--- config.mk ---
export PLATFORM = sky130hd
export DESIGN_NAME = hacd_axi_rd_arbiter
export DESIGN_NICKNAME = d
export VERILOG_FILES = /design/src/rtl/hacd_pkg.sv /design/src/rtl/hacd_rr_arbiter.sv /design/src/rtl/hacd_axi_rd_arbiter.sv
export SDC_FILE = /design/constraint.sdc
export NUM_CORES = 1
export LEC_CHECK = 0
export BUFFER_PORTS_ARGS = -buffer_cell sky130_fd_sc_hd__buf_2
export CORE_AREA = 2 2 152 154
export DETAILED_ROUTE_END_ITERATION = 8
export DIE_AREA = 0 0 154 156
export PLACE_DENSITY = 0.59
export REMOVE_ABC_BUFFERS = 1
export SLEW_MARGIN = 15
export SYNTH_ARGS = -nofsm -noshare
export SYNTH_HDL_FRONTEND = slang
export SYNTH_SLANG_ARGS = --single-unit
export TNS_END_PERCENT = 50
--- constraint.sdc ---
create_clock -name clk -period 2.3 [get_ports clk]
set_input_delay 0.575 -clock clk [delete_from_list [all_inputs] [get_ports clk]]
set_output_delay 0.575 -clock clk [all_outputs]
set_load 0.01 [all_outputs]
--- src/rtl/hacd_pkg.sv ---
// Shared helpers for the HACD AXI read arbiter: source-index width and the AR control payload.
package hacd_pkg;

  localparam int unsigned DefSCount = 2;
  localparam int unsigned SRC_IDX_W = $clog2(DefSCount);

  // A single source still needs a one-bit index field.
  function automatic int unsigned src_idx_w(input int unsigned s_count);
    return (s_count > 1) ? $clog2(s_count) : 1;
  endfunction

  typedef struct packed {
    logic [7:0] len;
    logic [2:0] size;
    logic [1:0] burst;
    logic [3:0] qos;
  } ar_ctrl_t;

endpackage

--- src/rtl/hacd_rr_arbiter.sv ---
// N-way round-robin arbiter with a registered pointer; HACD_RD_ARB_QOS_EN restricts the
// candidates to the highest-priority requesters before the round-robin pick.
module hacd_rr_arbiter
  import hacd_pkg::*;
#(
  parameter int unsigned N     = 2,
  parameter int unsigned PrioW = 4,
  localparam int unsigned IdxW = src_idx_w(N)
) (
  input  logic              clk_i,
  input  logic              rst_ni,
  input  logic [N-1:0]      req_i,
  input  logic [N*PrioW-1:0] prio_i,
  input  logic              advance_i,
  output logic [N-1:0]      gnt_o,
  output logic [IdxW-1:0]   idx_o,
  output logic              valid_o
);

  logic [IdxW-1:0] ptr_q, ptr_d;
  logic [N-1:0]    cand;

`ifdef HACD_RD_ARB_QOS_EN
  logic [PrioW-1:0] top_prio;

  always_comb begin
    top_prio = '0;
    for (int unsigned i = 0; i < N; i++) begin
      if (req_i[i] && (prio_i[i*PrioW +: PrioW] > top_prio)) begin
        top_prio = prio_i[i*PrioW +: PrioW];
      end
    end
    for (int unsigned i = 0; i < N; i++) begin
      cand[i] = req_i[i] && (prio_i[i*PrioW +: PrioW] == top_prio);
    end
  end
`else
  logic unused_prio;
  assign unused_prio = ^prio_i;
  assign cand        = req_i;
`endif

  // Scan from the pointer; the first candidate found wins.
  always_comb begin
    logic [IdxW-1:0] pos;
    logic            found;
    gnt_o = '0;
    idx_o = '0;
    found = 1'b0;
    pos   = '0;
    for (int unsigned k = 0; k < N; k++) begin
      pos = IdxW'((32'(ptr_q) + k) % N);
      if (!found && cand[pos]) begin
        found      = 1'b1;
        idx_o      = pos;
        gnt_o[pos] = 1'b1;
      end
    end
    valid_o = found;
  end

  always_comb begin
    ptr_d = ptr_q;
    if (advance_i && valid_o) begin
      ptr_d = (idx_o == IdxW'(N - 1)) ? '0 : idx_o + 1'b1;
    end
  end

  always_ff @(posedge clk_i or negedge rst_ni) begin
    if (!rst_ni) begin
      ptr_q <= '0;
    end else begin
      ptr_q <= ptr_d;
    end
  end

endmodule

--- src/rtl/hacd_axi_rd_arbiter.sv ---
// Shares one AXI4 read master between S_COUNT requesters: registered AR stage, source-tagged
// ARID, per-source burst credits, combinational R routing. Option: HACD_RD_ARB_QOS_EN.
`ifndef HACD_AXI4_ADDR_WIDTH
`define HACD_AXI4_ADDR_WIDTH 32
`endif
`ifndef HACD_AXI4_DATA_WIDTH
`define HACD_AXI4_DATA_WIDTH 64
`endif

module hacd_axi_rd_arbiter
  import hacd_pkg::*;
#(
  parameter int unsigned S_COUNT         = 2,
  parameter int unsigned ADDR_WIDTH      = `HACD_AXI4_ADDR_WIDTH,
  parameter int unsigned DATA_WIDTH      = `HACD_AXI4_DATA_WIDTH,
  parameter int unsigned S_ID_WIDTH      = 4,
  parameter int unsigned M_ID_WIDTH      = S_ID_WIDTH + $clog2(S_COUNT),
  parameter int unsigned MAX_OUTSTANDING = 8
) (
  input  logic                          clk,
  input  logic                          rst_n,
  input  logic [S_COUNT*S_ID_WIDTH-1:0] s_arid,
  input  logic [S_COUNT*ADDR_WIDTH-1:0] s_araddr,
  input  logic [S_COUNT*8-1:0]          s_arlen,
  input  logic [S_COUNT*3-1:0]          s_arsize,
  input  logic [S_COUNT*2-1:0]          s_arburst,
  input  logic [S_COUNT*4-1:0]          s_arqos,
  input  logic [S_COUNT-1:0]            s_arvalid,
  output logic [S_COUNT-1:0]            s_arready,
  output logic [S_COUNT*S_ID_WIDTH-1:0] s_rid,
  output logic [S_COUNT*DATA_WIDTH-1:0] s_rdata,
  output logic [S_COUNT*2-1:0]          s_rresp,
  output logic [S_COUNT-1:0]            s_rlast,
  output logic [S_COUNT-1:0]            s_rvalid,
  input  logic [S_COUNT-1:0]            s_rready,
  output logic [M_ID_WIDTH-1:0]         m_arid,
  output logic [ADDR_WIDTH-1:0]         m_araddr,
  output logic [7:0]                    m_arlen,
  output logic [2:0]                    m_arsize,
  output logic [1:0]                    m_arburst,
  output logic [3:0]                    m_arqos,
  output logic                          m_arvalid,
  input  logic                          m_arready,
  input  logic [M_ID_WIDTH-1:0]         m_rid,
  input  logic [DATA_WIDTH-1:0]         m_rdata,
  input  logic [1:0]                    m_rresp,
  input  logic                          m_rlast,
  input  logic                          m_rvalid,
  output logic                          m_rready,
  output logic                          err_bad_rid
);

  localparam int unsigned IdxW    = src_idx_w(S_COUNT);
  localparam int unsigned CntW    = $clog2(MAX_OUTSTANDING + 1);
  localparam int unsigned IdxSpan = 1 << IdxW;

  logic                  ar_full_q, ar_full_d;
  logic [M_ID_WIDTH-1:0] arid_q, arid_d;
  logic [ADDR_WIDTH-1:0] araddr_q, araddr_d;
  ar_ctrl_t              ctrl_q, ctrl_d;
  logic [CntW-1:0]       credit_q [S_COUNT];
  logic [CntW-1:0]       credit_d [S_COUNT];
  logic                  err_bad_rid_q, err_bad_rid_d;

  logic                  ar_load;
  logic [S_COUNT-1:0]    eligible;
  logic [S_COUNT-1:0]    gnt;
  logic [IdxW-1:0]       gnt_idx;
  logic                  gnt_valid;
  logic [S_COUNT-1:0]    cr_inc, cr_dec;
  logic [IdxW-1:0]       r_idx;
  logic                  r_bad;

  assign ar_load = !ar_full_q || m_arready;

  always_comb begin
    for (int unsigned i = 0; i < S_COUNT; i++) begin
      eligible[i] = s_arvalid[i] && (credit_q[i] < CntW'(MAX_OUTSTANDING));
    end
  end

  hacd_rr_arbiter #(
    .N     (S_COUNT),
    .PrioW (4)
  ) u_rr_arbiter (
    .clk_i     (clk),
    .rst_ni    (rst_n),
    .req_i     (eligible),
    .prio_i    (s_arqos),
    .advance_i (ar_load),
    .gnt_o     (gnt),
    .idx_o     (gnt_idx),
    .valid_o   (gnt_valid)
  );

  // Only a free (or draining) output stage may accept, so a held AR never changes.
  assign s_arready = ar_load ? gnt : '0;
  assign cr_inc    = s_arvalid & s_arready;

  always_comb begin
    ar_full_d = ar_full_q;
    arid_d    = arid_q;
    araddr_d  = araddr_q;
    ctrl_d    = ctrl_q;
    if (ar_load) begin
      ar_full_d = gnt_valid;
      for (int unsigned i = 0; i < S_COUNT; i++) begin
        if (gnt[i]) begin
          arid_d       = M_ID_WIDTH'({gnt_idx, s_arid[i*S_ID_WIDTH +: S_ID_WIDTH]});
          araddr_d     = s_araddr[i*ADDR_WIDTH +: ADDR_WIDTH];
          ctrl_d.len   = s_arlen[i*8 +: 8];
          ctrl_d.size  = s_arsize[i*3 +: 3];
          ctrl_d.burst = s_arburst[i*2 +: 2];
          ctrl_d.qos   = s_arqos[i*4 +: 4];
        end
      end
    end
  end

  assign m_arvalid = ar_full_q;
  assign m_arid    = arid_q;
  assign m_araddr  = araddr_q;
  assign m_arlen   = ctrl_q.len;
  assign m_arsize  = ctrl_q.size;
  assign m_arburst = ctrl_q.burst;
  assign m_arqos   = ctrl_q.qos;

  // R path: route by the source tag in the RID MSBs; unmapped tags are sunk and flagged.
  assign r_idx = m_rid[M_ID_WIDTH-1 -: IdxW];
  assign r_bad = (IdxSpan != S_COUNT) && (32'(r_idx) >= S_COUNT);

  always_comb begin
    for (int unsigned i = 0; i < S_COUNT; i++) begin
      s_rvalid[i] = m_rvalid && !r_bad && (32'(r_idx) == i);
      cr_dec[i]   = s_rvalid[i] && s_rready[i] && m_rlast;
    end
  end

  assign m_rready = r_bad ? 1'b1 : s_rready[r_idx];
  assign s_rid    = {S_COUNT{m_rid[S_ID_WIDTH-1:0]}};
  assign s_rdata  = {S_COUNT{m_rdata}};
  assign s_rresp  = {S_COUNT{m_rresp}};
  assign s_rlast  = {S_COUNT{m_rlast}};

  assign err_bad_rid_d = err_bad_rid_q || (m_rvalid && r_bad);
  assign err_bad_rid   = err_bad_rid_q;

  always_comb begin
    for (int unsigned i = 0; i < S_COUNT; i++) begin
      credit_d[i] = credit_q[i];
      if (cr_inc[i] && !cr_dec[i]) begin
        credit_d[i] = credit_q[i] + 1'b1;
      end else if (!cr_inc[i] && cr_dec[i]) begin
        credit_d[i] = credit_q[i] - 1'b1;
      end
    end
  end

  always_ff @(posedge clk or negedge rst_n) begin
    if (!rst_n) begin
      ar_full_q     <= 1'b0;
      arid_q        <= '0;
      araddr_q      <= '0;
      ctrl_q        <= '0;
      err_bad_rid_q <= 1'b0;
      for (int unsigned i = 0; i < S_COUNT; i++) begin
        credit_q[i] <= '0;
      end
    end else begin
      ar_full_q     <= ar_full_d;
      arid_q        <= arid_d;
      araddr_q      <= araddr_d;
      ctrl_q        <= ctrl_d;
      err_bad_rid_q <= err_bad_rid_d;
      for (int unsigned i = 0; i < S_COUNT; i++) begin
        credit_q[i] <= credit_d[i];
      end
    end
  end

`ifndef SYNTHESIS
  for (genvar g = 0; g < S_COUNT; g++) begin : g_credit_chk
    a_no_overflow : assert property (@(posedge clk) disable iff (!rst_n)
      !(cr_inc[g] && !cr_dec[g] && (credit_q[g] == CntW'(MAX_OUTSTANDING))));
    a_no_underflow : assert property (@(posedge clk) disable iff (!rst_n)
      !(cr_dec[g] && !cr_inc[g] && (credit_q[g] == '0)));
  end
`endif

endmodule

# ---- Word level (Yosys, flattened, before mapping)
# Index checks and enable logic that the tools add are counted.
dict set report totals {
  regBits 64
  output_inout_bits 203
  wordCells 81
  input_bits 186
}
dict set report classes {
  addsub 6
  mux 28
  bitwise_logic 3
  reduce_logical 27
  n_lt_le_gt_ge 7
}
# op count
set ops {}
lappend ops {{32-bit 2-to-1 mux} 2}
lappend ops {{17-bit 2-to-1 mux} 2}
lappend ops {{1-bit logical AND} 16}
lappend ops {{4-bit 2-to-1 mux} 4}
lappend ops {{1-bit 2-to-1 mux} 13}
lappend ops {{5-bit 2-to-1 mux} 2}
lappend ops {{4-bit by 1-bit adder with 4-bit output (second input constant)} 2}
lappend ops {{4-bit < comparator (second input constant)} 2}
lappend ops {{4-bit by 1-bit subtractor with 4-bit output (second input constant)} 2}
lappend ops {{1-bit zero test} 6}
lappend ops {{1-bit by 2-bit < comparator with 1-bit output (second input constant)} 3}
lappend ops {{2-bit 2-to-1 mux} 3}
lappend ops {{2-bit nonzero test} 3}
lappend ops {{1-bit adder (second input constant)} 2}
lappend ops {{2-bit AND} 1}
lappend ops {{1-bit demux with 1-bit select} 2}
lappend ops {{1-bit >= comparator (second input constant)} 2}
lappend ops {{2-bit OR} 1}
lappend ops {{2-bit AND reduction} 1}
lappend ops {{1-bit logical OR} 1}
lappend ops {{1-bit NOT} 1}

# ---- Depth between registers and ports, before layout
dict set report depth {
  word_depth 14
  depth_mapped 10
  mapped_depth_nobuf 10
}

# ---- Modules after synthesis
# From an unflattened synthesis, not the netlist that was laid out.
dict set report hier_totals {
  hier_cells 396
  area_unflattened_um2 4882.2
}
# module instances cells_each seq_area_each_um2 area_per_inst_um2
set modules_own_cells {}
lappend modules_own_cells {hacd_axi_rd_arbiter 1 388 1576.5 4813.4}
lappend modules_own_cells {hacd_rr_arbiter 1 8 25.0 68.8}

# ---- Worst setup path before layout
# Ideal clock, no wire load.
dict set report synth_path {
  path_type {input to register}
  start {input s_arvalid[0]}
  end {register credit_q[3] in the netlist's numbering}
  setup_ns 0.123
  arrival_ns 2.273
  setup_slack_ns -0.096
  n_path_buf 0
  required_ns 2.177
  stages 9
  cell_sequence {or3b_4 -> and3_2 -> ha_1 -> inv_1 -> ha_1 -> a21oi_1 -> and3_1 -> o21bai_1 -> xnor2_1}
}
dict set report synth_via {
  elab_chain_len 12
  elab_cells_between_ends 18
  cone_classes {9 x mux; 2 x bitwise; 7 x reduce/logical}
}
# item line_no
set synth_rtl {}
lappend synth_rtl {{from (decl)} hacd_axi_rd_arbiter.sv:28} ;# input logic [S_COUNT-1:0] s_arvalid,
lappend synth_rtl {{1-bit logical AND *} hacd_axi_rd_arbiter.sv:78} ;# eligible[i] = s_arvalid[i] && (credit_q[i] < CntW'(MAX_OUTSTANDING));
lappend synth_rtl {{1-bit 2-to-1 mux (not written as such) (2 in a row)} hacd_rr_arbiter.sv:53} ;# if (!found && cand[pos]) begin
lappend synth_rtl {{1-bit 2-to-1 mux} hacd_rr_arbiter.sv:53}
lappend synth_rtl {{1-bit zero test} hacd_rr_arbiter.sv:53}
lappend synth_rtl {{1-bit logical AND} hacd_rr_arbiter.sv:53}
lappend synth_rtl {{2-bit 2-to-1 mux *} hacd_rr_arbiter.sv:53}
lappend synth_rtl {{2-bit 2-to-1 mux *} hacd_axi_rd_arbiter.sv:97} ;# assign s_arready = ar_load ? gnt : '0;
lappend synth_rtl {{2-bit AND *} hacd_axi_rd_arbiter.sv:98} ;# assign cr_inc = s_arvalid & s_arready;
lappend synth_rtl {{1-bit zero test} hacd_axi_rd_arbiter.sv:153} ;# end else if (!cr_inc[i] && cr_dec[i]) begin
lappend synth_rtl {{1-bit logical AND} hacd_axi_rd_arbiter.sv:153}
lappend synth_rtl {{2-bit nonzero test (no source line)} --}
lappend synth_rtl {{to (signal, indexed assignment)} hacd_axi_rd_arbiter.sv:176} ;# credit_q[i] <= credit_d[i];
lappend synth_rtl {{to (decl)} hacd_axi_rd_arbiter.sv:61} ;# logic [CntW-1:0] credit_q [S_COUNT];
# Every way passes the cells marked *; elsewhere a longest branch is shown, timed or not. The select of a mux whose other input is x is not followed.
# A chain may end at the register's enable or synchronous reset.

# ---- Worst setup path in the final report
dict set report layout_path {
  start {register credit_q[7] in the netlist's numbering}
  end {register credit_q[3] in the netlist's numbering}
}
dict set report layout_via {
  elab_chain_len 13
  elab_cells_between_ends 19
  cone_classes {1 x order compare; 9 x mux; 2 x bitwise; 7 x reduce/logical}
}
# item line_no
set layout_rtl {}
lappend layout_rtl {{4-bit < comparator *} hacd_axi_rd_arbiter.sv:78}
lappend layout_rtl {{1-bit logical AND *} hacd_axi_rd_arbiter.sv:78}
lappend layout_rtl {{1-bit 2-to-1 mux (not written as such) (2 in a row)} hacd_rr_arbiter.sv:53}
lappend layout_rtl {{1-bit 2-to-1 mux} hacd_rr_arbiter.sv:53}
lappend layout_rtl {{1-bit zero test} hacd_rr_arbiter.sv:53}
lappend layout_rtl {{1-bit logical AND} hacd_rr_arbiter.sv:53}
lappend layout_rtl {{2-bit 2-to-1 mux *} hacd_rr_arbiter.sv:53}
lappend layout_rtl {{2-bit 2-to-1 mux *} hacd_axi_rd_arbiter.sv:97}
lappend layout_rtl {{2-bit AND *} hacd_axi_rd_arbiter.sv:98}
lappend layout_rtl {{1-bit zero test} hacd_axi_rd_arbiter.sv:153}
lappend layout_rtl {{1-bit logical AND} hacd_axi_rd_arbiter.sv:153}
lappend layout_rtl {{2-bit nonzero test (no source line)} --}
# Marks and branches as above.

==> results.txt <==
Post-synthesis register bit count - 64
DRT met1 WL - 5.026 mm
Initial antenna violation count - 0
Register area - 1602 sq um
Post-synth cell types - 33
Yosys warnings - 0
Clk slew on worst S/H paths - 60 ps
Via-to-Cell Ratio - 4.008
Filler cells - 2,436
Final antenna-violating net count - 0
Crit-path most repeated cell - ha_1
Share of the synthesized area in the top cell type - 36.93%
Fmax - 449.1 MHz
Max stage delay on crit path - 410 ps
Max-slew headroom - 65.94%
Post-CTS Resized - 0
Mapped Area - 4337 sq um
Maximum vdd drop - 0.3757 mV
DRC - 0
Clock period minus worst slack - 2227 ps
Total stage count of the critical path - 10
Slowest CP cell - dfrtp_1
Seq/Total Area, Yosys - 36.93%
Final wirelength - 22.28 mm
Critical path class - reg2reg
Clk sinks - 64
# IOs - 389
Final setup vio count - 0
Core area - 22,370 sq um
Starting Density - 19.39%
Critical path startpoint category - flip-flop
Full die area - 24,020 sq um
Top Layer Used - met5
Worst path arrival time - 2480 ps
Syn_area_per_cell - 9.901 sq um
Asr flop ratio synth - 100.0%
Register-to-Register Path Depth - 10
Critical path buffers and inverters - 2
Port Buffers - 177
Pwr Density - 1270 nW/um^2
Hold Fails Final Rpt - 0
HPWL Detailed - 19.60 mm
Routed wl met3 - 5.974 mm
CTS Buf Count - 9
Vias in the first global route - 2,973
Most frequent cell after synthesis - buf_4
Std cell rows - 55
Ranking of synthesized cells by area - dfrtp_1 37%, buf_4 26%, mux2i_1 12%, nand2_1 4.9%, o21ai_1 4.6%
Worst Skew - 8.652 ps
Die X-Extent - 154 um
Final Max Tran Viols - 0
Worst-margin pin slew - 510.9 ps
Wirelength per Cell - 28.82 um
Grt ovf - 0
Multi-input logic area - 1490 sq um
Share of layout cells above drive strength 1 - 47.75%
Largest area contributor in the netlist - dfrtp_1
Hold Buf Count CTS - 0
Max_cap viols - 0
# nets final - 678
Drt first pass iters - 4
Gpl congestion - 0.8518
Commonest cells in the synthesized netlist - 149 x buf_4, 64 x dfrtp_1, 57 x nand2_1
Post-synth EDFFs - 0
Vias - 3,098
Clock latency on the worst-skew pair - 340 ps
Req. time, crit path - 2550 ps
Pin count of the biggest net entering global routing - 57
Post-layout util - 21.54%
Crit. End Element - flip-flop
Ys flop type - dfrtp_1
CTS tree - built
ANT cells - 0
H-tree Lvls - 3
Status - completed
Crit path max fanout - 3
DIE HEIGHT - 156 um
Cell count after synthesis - 438
Met2 WL - 9.989 mm
Synthesis-to-layout area growth - 11.08%
Total power - 6119 uW
Initial drt markers - 113
Worst path cell trace - or3b_4, and3_2, ha_1, inv_2, buf_4, ha_1, a21oi_2, and3_1, o21bai_1, xnor2_1
Worst hold-check path type - in2async
Clk buf depth - 2
First-pass GRT wire length - 28.29 mm
Post-CTS Setup Bufs - 0
CTS root buf - clkbuf_16
Static leakage - 0.002567 uW
Fin crit share - 96.81%
CP top delay family - simple AND/OR/NAND/NOR gates
GRT Util Overall - 18.20%
-- cells in the final DEF (no fill, tap or decap), types with 5 or more instances in the layout --
cell type / synthesis / layout
a21oi_1: 8 / 7
buf_2: 1 / 176
buf_4: 149 / 15
clkbuf_16: 0 / 9
dfrtp_1: 64 / 64
ha_1: 6 / 5
mux2i_1: 53 / 53
nand2_1: 57 / 57
o21ai_1: 40 / 40
o21ai_2: 13 / 13
xnor2_1: 6 / 6
-- where the power goes --
| part | internal (uW) | total, uW | switching [uW] |
|---|---|---|---|
| registers | 1680 | 1980 | 293 |
| logic | 1270 | 2760 | 1490 |
| clock network | 857 | 1380 | 522 |
-- cell type report --
cell class,instances,share of cell area [%]
clock inverters,4,0.9351
flip-flops and latches,64,33.25
repair buffers,195,22.29
multi-input cells,212,30.94
well taps,285,7.403
clock buffers,11,5.039
inverters,2,0.1558
-- worst paths after layout --
kind | to | slack (ps) | startpoint
min reg2reg | m_araddr[4]$_DFFE_PN0P_ | 470 | m_araddr[4]$_DFFE_PN0P_
max reg2reg | credit_q[3]$_DFFE_PN0P_ | 70 | credit_q[7]$_DFFE_PN0P_
min in group clk | m_araddr[4]$_DFFE_PN0P_ | 470 | m_araddr[4]$_DFFE_PN0P_
max | credit_q[3]$_DFFE_PN0P_ | 70 | credit_q[7]$_DFFE_PN0P_
min | m_arsize[1]$_DFFE_PN0P_ | 210 | rst_n
max in group asynchronous | m_arid[1]$_DFFE_PN0P_ | 1530 | rst_n
-- layer usage --
metal / up-vias / GRT usage [%]
met2: 328 / 28.40
met4: 4 / 8.901
met5: - / 6.625
met3: 41 / 22.78
met1: 1324 / 11.78
li1: 1401 / -
-- cell families after synthesis --
group / synth area share, %
xor gates and xnor gates: 1.212
adders and majority gates: 2.654
AOI/OAI and AO/OA: 9.262
buffers and inverters: 29.08
muxes: 13.01
DFF: 36.93
other: 0.08647
and+or+nand+nor: 7.762
-- per-stage QoR --
stage	setup TNS (ps)	cells	instance area (sq um)	hold slack [ps]	worst slack (ps)
after floorplan	-18690	278	3083	279.4	-342.9
after global placement	-249.9	758	4513	457.3	-144.1
after detailed placement	-371.4	758	4513	460.7	-179.6
after CTS	0	773	4801	207.4	41.79
after global routing	-2.353	773	4817	233.7	-2.353
final	0	773	4817	211.6	73.28
-- sequential cells by signal, indices dropped and copies added, names as in the netlist --
name and cells:
m_arid 5, m_arlen 8, m_araddr 32, m_arqos 4, credit_q 8, m_arburst 2
m_arsize 3, u_rr_arbiter.ptr_q 1, m_arvalid 1
(Power assumes the default switching activity.)
